File: src/rtl/wavetable_pkg.sv
// Shared widths, types, FSM encodings and the mix saturation helper
// for the wavetable voice scheduler.
package wavetable_pkg;

  localparam int DATA_W  = 16;
  localparam int ADDR_W  = 12;
  localparam int PHASE_W = 24;
  // Widest accumulator the scheduler can need (16 voices).
  localparam int SAT_W   = DATA_W + 4;

  typedef logic signed [DATA_W-1:0] sample_t;
  typedef logic [PHASE_W-1:0]       phase_t;

  localparam logic [1:0] ST_IDLE  = 2'd0;
  localparam logic [1:0] ST_SCAN  = 2'd1;
  localparam logic [1:0] ST_DRAIN = 2'd2;
  localparam logic [1:0] ST_OUT   = 2'd3;

  function automatic sample_t saturate(input logic signed [SAT_W-1:0] v);
    logic [SAT_W-DATA_W:0] top_bits;
    top_bits = v[SAT_W-1:DATA_W-1];
    if ((&top_bits) || !(|top_bits))
      return sample_t'(v[DATA_W-1:0]);
    else if (v[SAT_W-1])
      return sample_t'({1'b1, {(DATA_W-1){1'b0}}});
    else
      return sample_t'({1'b0, {(DATA_W-1){1'b1}}});
  endfunction

endpackage

File: src/rtl/wavetable_phase_bank.sv
// Per-voice config and phase registers with one indexed read port and a
// step strobe that advances the addressed voice by freq*(harm+1).
module wavetable_phase_bank
  import wavetable_pkg::*;
#(
  parameter int NUM_VOICES = 8,
  parameter int PHASE_W    = 24
) (
  input  logic                          Clk,
  input  logic                          Reset,
  input  logic                          wr_we,
  input  logic [$clog2(NUM_VOICES)-1:0] wr_voice,
  input  logic                          wr_en,
  input  logic [PHASE_W-1:0]            wr_freq,
  input  logic [1:0]                    wr_harm,
  input  logic [$clog2(NUM_VOICES)-1:0] rd_voice,
  input  logic                          step,
  output logic                          rd_en,
  output logic [PHASE_W-1:0]            rd_phase
);

  localparam int VW = $clog2(NUM_VOICES);

  logic               en_vec    [NUM_VOICES];
  logic [PHASE_W-1:0] phase_vec [NUM_VOICES];

  genvar gi;
  generate
    for (gi = 0; gi < NUM_VOICES; gi = gi + 1) begin : g_voice
      logic               en_reg;
      logic [1:0]         harm_reg;
      logic [PHASE_W-1:0] freq_reg;
      logic [PHASE_W-1:0] phase_reg;
      logic [PHASE_W-1:0] inc;
      logic               wr_hit;
      logic               step_hit;

      assign wr_hit   = wr_we && (wr_voice == VW'(gi));
      assign step_hit = step && en_reg && (rd_voice == VW'(gi));

      // Multiplier is only 1..4, so shift-add is enough.
      always_comb begin
        case (harm_reg)
          2'd0:    inc = freq_reg;
          2'd1:    inc = freq_reg << 1;
          2'd2:    inc = (freq_reg << 1) + freq_reg;
          default: inc = freq_reg << 2;
        endcase
      end

      always_ff @(posedge Clk) begin
        if (!Reset) begin
          en_reg    <= 1'b0;
          harm_reg  <= 2'd0;
          freq_reg  <= '0;
          phase_reg <= '0;
        end else begin
          if (wr_hit) begin
            en_reg   <= wr_en;
            freq_reg <= wr_freq;
            harm_reg <= wr_harm;
          end
          // A disabling write restarts the voice and beats a same-cycle step.
          if (wr_hit && !wr_en)
            phase_reg <= '0;
          else if (step_hit)
            phase_reg <= phase_reg + inc;
        end
      end

      assign en_vec[gi]    = en_reg;
      assign phase_vec[gi] = phase_reg;
    end
  endgenerate

  assign rd_en    = en_vec[rd_voice];
  assign rd_phase = phase_vec[rd_voice];

endmodule

File: src/rtl/wavetable_voice_scheduler.sv
// Scans all voices once per sample strobe through one shared ROM port and
// produces a saturated mix of the returned samples.
module wavetable_voice_scheduler
  import wavetable_pkg::*;
#(
  parameter int NUM_VOICES = 8,
  parameter int PHASE_W    = wavetable_pkg::PHASE_W,
  parameter int ADDR_W     = wavetable_pkg::ADDR_W,
  parameter int DATA_W     = wavetable_pkg::DATA_W
) (
  input  logic                          Clk,
  input  logic                          Reset,
  input  logic                          sample_Clk,
  input  logic                          cfg_we,
  input  logic [$clog2(NUM_VOICES)-1:0] cfg_voice,
  input  logic                          cfg_en,
  input  logic [PHASE_W-1:0]            cfg_freq,
  input  logic [1:0]                    cfg_harm,
  input  logic                          ovr_clr,
  output logic                          rom_rd,
  output logic [ADDR_W-1:0]             rom_addr,
  input  logic [DATA_W-1:0]             rom_data,
  output logic [DATA_W-1:0]             mix_out,
  output logic                          mix_valid,
  output logic                          busy,
  output logic                          overrun
);

  localparam int VW    = $clog2(NUM_VOICES);
  localparam int ACC_W = DATA_W + VW;

  logic [1:0]               state_reg;
  logic [VW-1:0]            idx_reg;
  logic                     rom_rd_reg;
  logic [ADDR_W-1:0]        rom_addr_reg;
  logic                     rd_d_reg;
  logic signed [ACC_W-1:0]  acc_reg;
  logic [DATA_W-1:0]        mix_reg;
  logic                     mix_valid_reg;
  logic                     ovr_reg;

  logic                     last_voice;
  logic                     issue_go;
  logic [VW-1:0]            issue_voice;
  logic                     issue_en;
  logic [PHASE_W-1:0]       issue_phase;
  logic signed [ACC_W-1:0]  acc_sum;

  // rom_rd is registered, so the voice issued at an edge is one ahead of idx_reg.
  assign last_voice  = (idx_reg == VW'(NUM_VOICES - 1));
  assign issue_go    = ((state_reg == ST_IDLE) && sample_Clk) ||
                       ((state_reg == ST_SCAN) && !last_voice);
  assign issue_voice = (state_reg == ST_IDLE) ? '0 : VW'(idx_reg + 1'b1);

  wavetable_phase_bank #(
    .NUM_VOICES (NUM_VOICES),
    .PHASE_W    (PHASE_W)
  ) u_bank (
    .Clk      (Clk),
    .Reset    (Reset),
    .wr_we    (cfg_we),
    .wr_voice (cfg_voice),
    .wr_en    (cfg_en),
    .wr_freq  (cfg_freq),
    .wr_harm  (cfg_harm),
    .rd_voice (issue_voice),
    .step     (issue_go),
    .rd_en    (issue_en),
    .rd_phase (issue_phase)
  );

  always_comb begin
    acc_sum = acc_reg + (rd_d_reg ? ACC_W'(signed'(rom_data)) : '0);
  end

  always_ff @(posedge Clk) begin
    if (!Reset) begin
      state_reg     <= ST_IDLE;
      idx_reg       <= '0;
      rom_rd_reg    <= 1'b0;
      rom_addr_reg  <= '0;
      rd_d_reg      <= 1'b0;
      acc_reg       <= '0;
      mix_reg       <= '0;
      mix_valid_reg <= 1'b0;
      ovr_reg       <= 1'b0;
    end else begin
      mix_valid_reg <= 1'b0;
      rd_d_reg      <= rom_rd_reg;
      rom_rd_reg    <= issue_go ? issue_en : 1'b0;
      if (issue_go && issue_en)
        rom_addr_reg <= issue_phase[PHASE_W-1 -: ADDR_W];

      case (state_reg)
        ST_IDLE: begin
          if (sample_Clk) begin
            state_reg <= ST_SCAN;
            idx_reg   <= '0;
            acc_reg   <= '0;
          end
        end
        ST_SCAN: begin
          acc_reg <= acc_sum;
          if (last_voice)
            state_reg <= ST_DRAIN;
          else
            idx_reg <= VW'(idx_reg + 1'b1);
        end
        ST_DRAIN: begin
          acc_reg       <= acc_sum;
          mix_reg       <= saturate(SAT_W'(acc_sum));
          mix_valid_reg <= 1'b1;
          state_reg     <= ST_OUT;
        end
        default: state_reg <= ST_IDLE;
      endcase

      if (sample_Clk && (state_reg != ST_IDLE))
        ovr_reg <= 1'b1;
      else if (ovr_clr)
        ovr_reg <= 1'b0;
    end
  end

  assign rom_rd    = rom_rd_reg;
  assign rom_addr  = rom_addr_reg;
  assign mix_out   = mix_reg;
  assign mix_valid = mix_valid_reg;
  assign busy      = (state_reg != ST_IDLE);
  assign overrun   = ovr_reg;

endmodule

File: config.mk
export PLATFORM = sky130hd
export DESIGN_NAME = wavetable_voice_scheduler
export DESIGN_NICKNAME = d
export VERILOG_FILES = /design/src/rtl/wavetable_pkg.sv /design/src/rtl/wavetable_phase_bank.sv /design/src/rtl/wavetable_voice_scheduler.sv
export SDC_FILE = /design/constraint.sdc
export NUM_CORES = 2
export LEC_CHECK = 0
export ABC_CLOCK_PERIOD_IN_PS = 4500
export BUFFER_PORTS_ARGS = -buffer_cell sky130_fd_sc_hd__buf_2
export CAP_MARGIN = 10
export CORE_MARGIN = 3
export CORE_UTILIZATION = 35
export CTS_CLUSTER_DIAMETER = 100
export DETAILED_ROUTE_END_ITERATION = 16
export PLACE_DENSITY = 0.59
export SKIP_CTS_REPAIR_TIMING = 1
export SYNTH_ARGS = -nofsm -noshare
export SYNTH_HDL_FRONTEND = slang
export SYNTH_SLANG_ARGS = --single-unit
File: constraint.sdc
create_clock -name Clk -period 4.5 [get_ports Clk]
set_clock_uncertainty 0.2 [all_clocks]
set_input_delay 0.675 -clock Clk [delete_from_list [all_inputs] [get_ports Clk]]
set_output_delay 0.675 -clock Clk [all_outputs]
set_load 0.05 [all_outputs]
==> results by group <==
Setup path
  • WP data arrival: 5.24 ns
  • Slowest-stage cell, CP: mux4_2
  • Crit path kind: reg -> reg
  • Worst Setup Start Kind: register
  • Worst-path maximum fanout: 3
  • Cell Chain, Critical Path: ha_4 -> buf_6 -> a21o_1 -> a21oi_2 -> o21a_1 -> o31a_2 -> o21ai_2 -> a2111o_1 -> a31oi_4 -> nor2b_1 -> o21a_1 -> o41ai_2 -> xnor2_1 -> mux4_2 -> ha_4 -> buf_4 -> a221oi_2 -> o21ai_1 -> xnor2_1 -> or3_1 -> a21oi_1
  • Worst setup EP type: register
  • Cells on worst reg2reg path: 21
  • Worst EP required: 4.89 ns
  • Slowest Stage Delay on Critical Path: 0.51 ns

Clock network
  • Max Root-Sink Buffers: 3
  • Clock transition at path regs: 0.06 ns
  • Cts bufs inserted: 59
  • Htree depth: 2
  • Clock sinks: 464
  • Clock Root Buffer: clkbuf_16
  • CTS tree: done
  • Worst skew pair latency: 0.69 ns

Layout
  • Fillers: 10700
  • Layout area overhead: 28.7%
  • Seq. cell area: 9370 µm²
  • Commonest non-fill, non-tap cell in the layout: nand2_1
  • Area of the multi-input gates: 31200 µm²
  • Nets: 5740
  • Share of cells above drive strength 1: 28.3%
  • Most frequent cells in the layout: 827 x nand2_1, 643 x buf_4, 426 x dfxtp_1

Power
  • Comb power frac: 21.7%
  • Total Power: 0.0123 W
  • NetSw: 0.00405 W
  • Register share of total power: 36.4%
  • Sw Ratio: 33.0%
  • PwrDens: 243 nW/µm²
  • Clock power frac: 41.9%
  • Max IR drop VDD: 0.366 mV
  • Internal power: 0.00821 W
  • Lkg Pwr: 21.7 nW

Global routing
  • Global-route wire length before repair: 188 mm
  • Initial antenna violation count: 7
  • Grt total ovfl: 0
  • Total GRT Usage: 19.9%
  • Largest net degree at the start of global routing: 71
  • Vias in the first global route: 34200

Timing
  • Final setup margin: -0.343 ns
  • Max Freq: 0.206 GHz
  • Fin crit period: 4.84 ns
  • Final setup fails: 26
  • Relative slew slack: 20.7%
  • Final period util: 108%
  • Hold Violations, Final: 0
  • Total negative setup slack: -3.83 ns
  • Max-slew violation count: 0
  • RSZ-0062 raised after global routing: yes
  • Worst-Margin Slew: 1.19 ns

Floorplan
  • I/O Pins: 83
  • Initial Utilization: 35.4%
  • DIE AREA: 116000 µm²
  • Chip Height: 341 µm
  • Die width: 341 µm
  • Core box area: 111000 µm²
  • Site row count: 122

Synthesis
  • Ys async rst share: 0%
  • Synth Flop Type: dfxtp_1
  • Warnings, synthesis: 0
  • #FFs+latches synth: 464
  • Syn nets: 5177
  • Post-synth EDFFs: 0
  • Avg Synthesized Cell Area: 8.32 µm²
  • Post-Syn Area: 39200 µm²
  • Cell variety after synth: 86
  • Syn Inst Count: 4710
  • Sequential area share after synthesis: 23.7%

Placed design
  • Final Wtd Congestion: 0.901
  • DP HPWL: 87.1 mm
  • I/O Buffers: 82

Hold path
  • Worst min path class: in -> reg
  • Hold Path Stages: 4

Run status
  • Status: finished with violations
  • Failing checks: negative setup slack

Routing
  • Final WL: 123 mm
  • DR vias: 36700
  • Routed len/inst: 18.0 µm
  • DR DRC count: 0
  • Via density: 5.39
  • Initial DRC count: 2647
  • Drt pass-1 iters: 5
  • Post-DRT Antenna Nets: 0

Run
  • Max-cap viol count: 0
[routing by layer]
layer	wire, µm	up-vias	GRT usage [%]
met5	29	-	0
met4	3200	4	5.89
met3	7570	153	3.53
met2	55200	786	31.6
met1	56800	17600	27.6
li1	-	18200	-
[final timing paths]
check                                                      end  slack (ns)                                   startpoint
hold reg to reg    u_bank.g_voice[5].phase_reg[0]$_SDFFE_PP0P_        0.26  u_bank.g_voice[5].phase_reg[0]$_SDFFE_PP0P_
setup / recovery  u_bank.g_voice[0].phase_reg[23]$_SDFFE_PP0P_       -0.34   u_bank.g_voice[0].freq_reg[1]$_SDFFE_PN0P_
hold / removal                            overrun$_SDFFE_PN0P_        0.15                                      ovr_clr
setup reg to reg  u_bank.g_voice[0].phase_reg[23]$_SDFFE_PP0P_       -0.34   u_bank.g_voice[0].freq_reg[1]$_SDFFE_PN0P_
[power by group through the flow]
stage / clock network (W) / logic (W) / registers, W
floorplan: 0 / 0.00135 / 0.00484
global placement: 0 / 0.00254 / 0.00454
detailed placement: 0 / 0.00257 / 0.00454
CTS: 0.00528 / 0.00258 / 0.00445
global route: 0.00542 / 0.00283 / 0.00447
finish: 0.00514 / 0.00266 / 0.00446
[synth_stat cells (17+ instances only)]
cell | count | area (µm²)
a211oi_1 | 37 | 278
a21boi_0 | 225 | 1690
a21o_1 | 157 | 1180
a21oi_1 | 440 | 2200
a22o_1 | 23 | 201
a22oi_1 | 21 | 158
a31oi_1 | 35 | 219
and2_1 | 32 | 200
and3_1 | 35 | 219
buf_1 | 28 | 105
clkbuf_1 | 184 | 691
clkbuf_2 | 22 | 110
dfxtp_1 | 464 | 9290
fa_1 | 17 | 340
ha_1 | 399 | 4990
inv_1 | 137 | 514
mux2i_1 | 33 | 330
mux4_2 | 167 | 3760
nand2_1 | 830 | 3120
nand2b_1 | 53 | 332
nand3_1 | 62 | 310
nand4_1 | 29 | 181
nor2_1 | 232 | 871
nor2b_1 | 89 | 557
nor3_1 | 63 | 315
o211ai_1 | 22 | 165
o21a_1 | 59 | 443
o21ai_0 | 143 | 716
o21ai_1 | 19 | 95.1
o21bai_1 | 49 | 368
o22ai_1 | 27 | 169
or2_2 | 19 | 119
or3_1 | 27 | 169
xnor2_1 | 221 | 1940
xor2_1 | 93 | 815
[logic make-up (layout without fill, tap and decap cells)]
kind of cell / after synthesis / in the layout / share of synthesized area (%)
other: 0 / 4 / 0
and+or+nand+nor: 1522 / 1522 / 17.3
buffers and inverters: 374 / 986 / 3.68
AOI/OAI and AO/OA: 1406 / 1406 / 23.8
muxes: 214 / 214 / 10.8
adders and majority gates: 416 / 416 / 13.6
DFF: 464 / 464 / 23.7
xor gates and xnor gates: 314 / 314 / 7.02
[area by class of cell]
cell class	count	area share [%]
inverter	138	1.03
sequential	464	18.6
clock buffer	74	3.26
multi-input combinational	3872	61.8
timing repair buffer	738	10.7
clock inverter	36	0.891
tap	1488	3.69
antenna	4	0.0199
[per-stage QoR]
stage | std cells | utilization (%) | setup WS (ns) | hold slack, ns | cell area [µm²]
2_1_floorplan | 4710 | - | -0.0801 | 0.236 | 39600
3_3_place_gp | 6647 | 41.1 | -0.389 | 0.243 | 45600
3_5_place_dp | 6647 | 41.1 | -0.415 | 0.252 | 45600
4_1_cts | 6757 | 43.0 | -0.452 | 0.107 | 47700
5_1_grt | 6810 | 45.5 | -0.581 | 0.157 | 50400
6_report | 6814 | 45.5 | -0.343 | 0.146 | 50400
[worst max-delay path: cells and delay by family, from the launching register on]
family | cells | cell delay (ns)
adders and majority gates | 2 | 0.40
xor gates and xnor gates | 2 | 0.28
muxes | 1 | 0.51
AOI/OAI and AO/OA | 12 | 2.31
DFF | 1 | 0.37
and+or+nand+nor | 2 | 0.46
buffers and inverters | 2 | 0.24
Power figures use the tool's default switching activity.
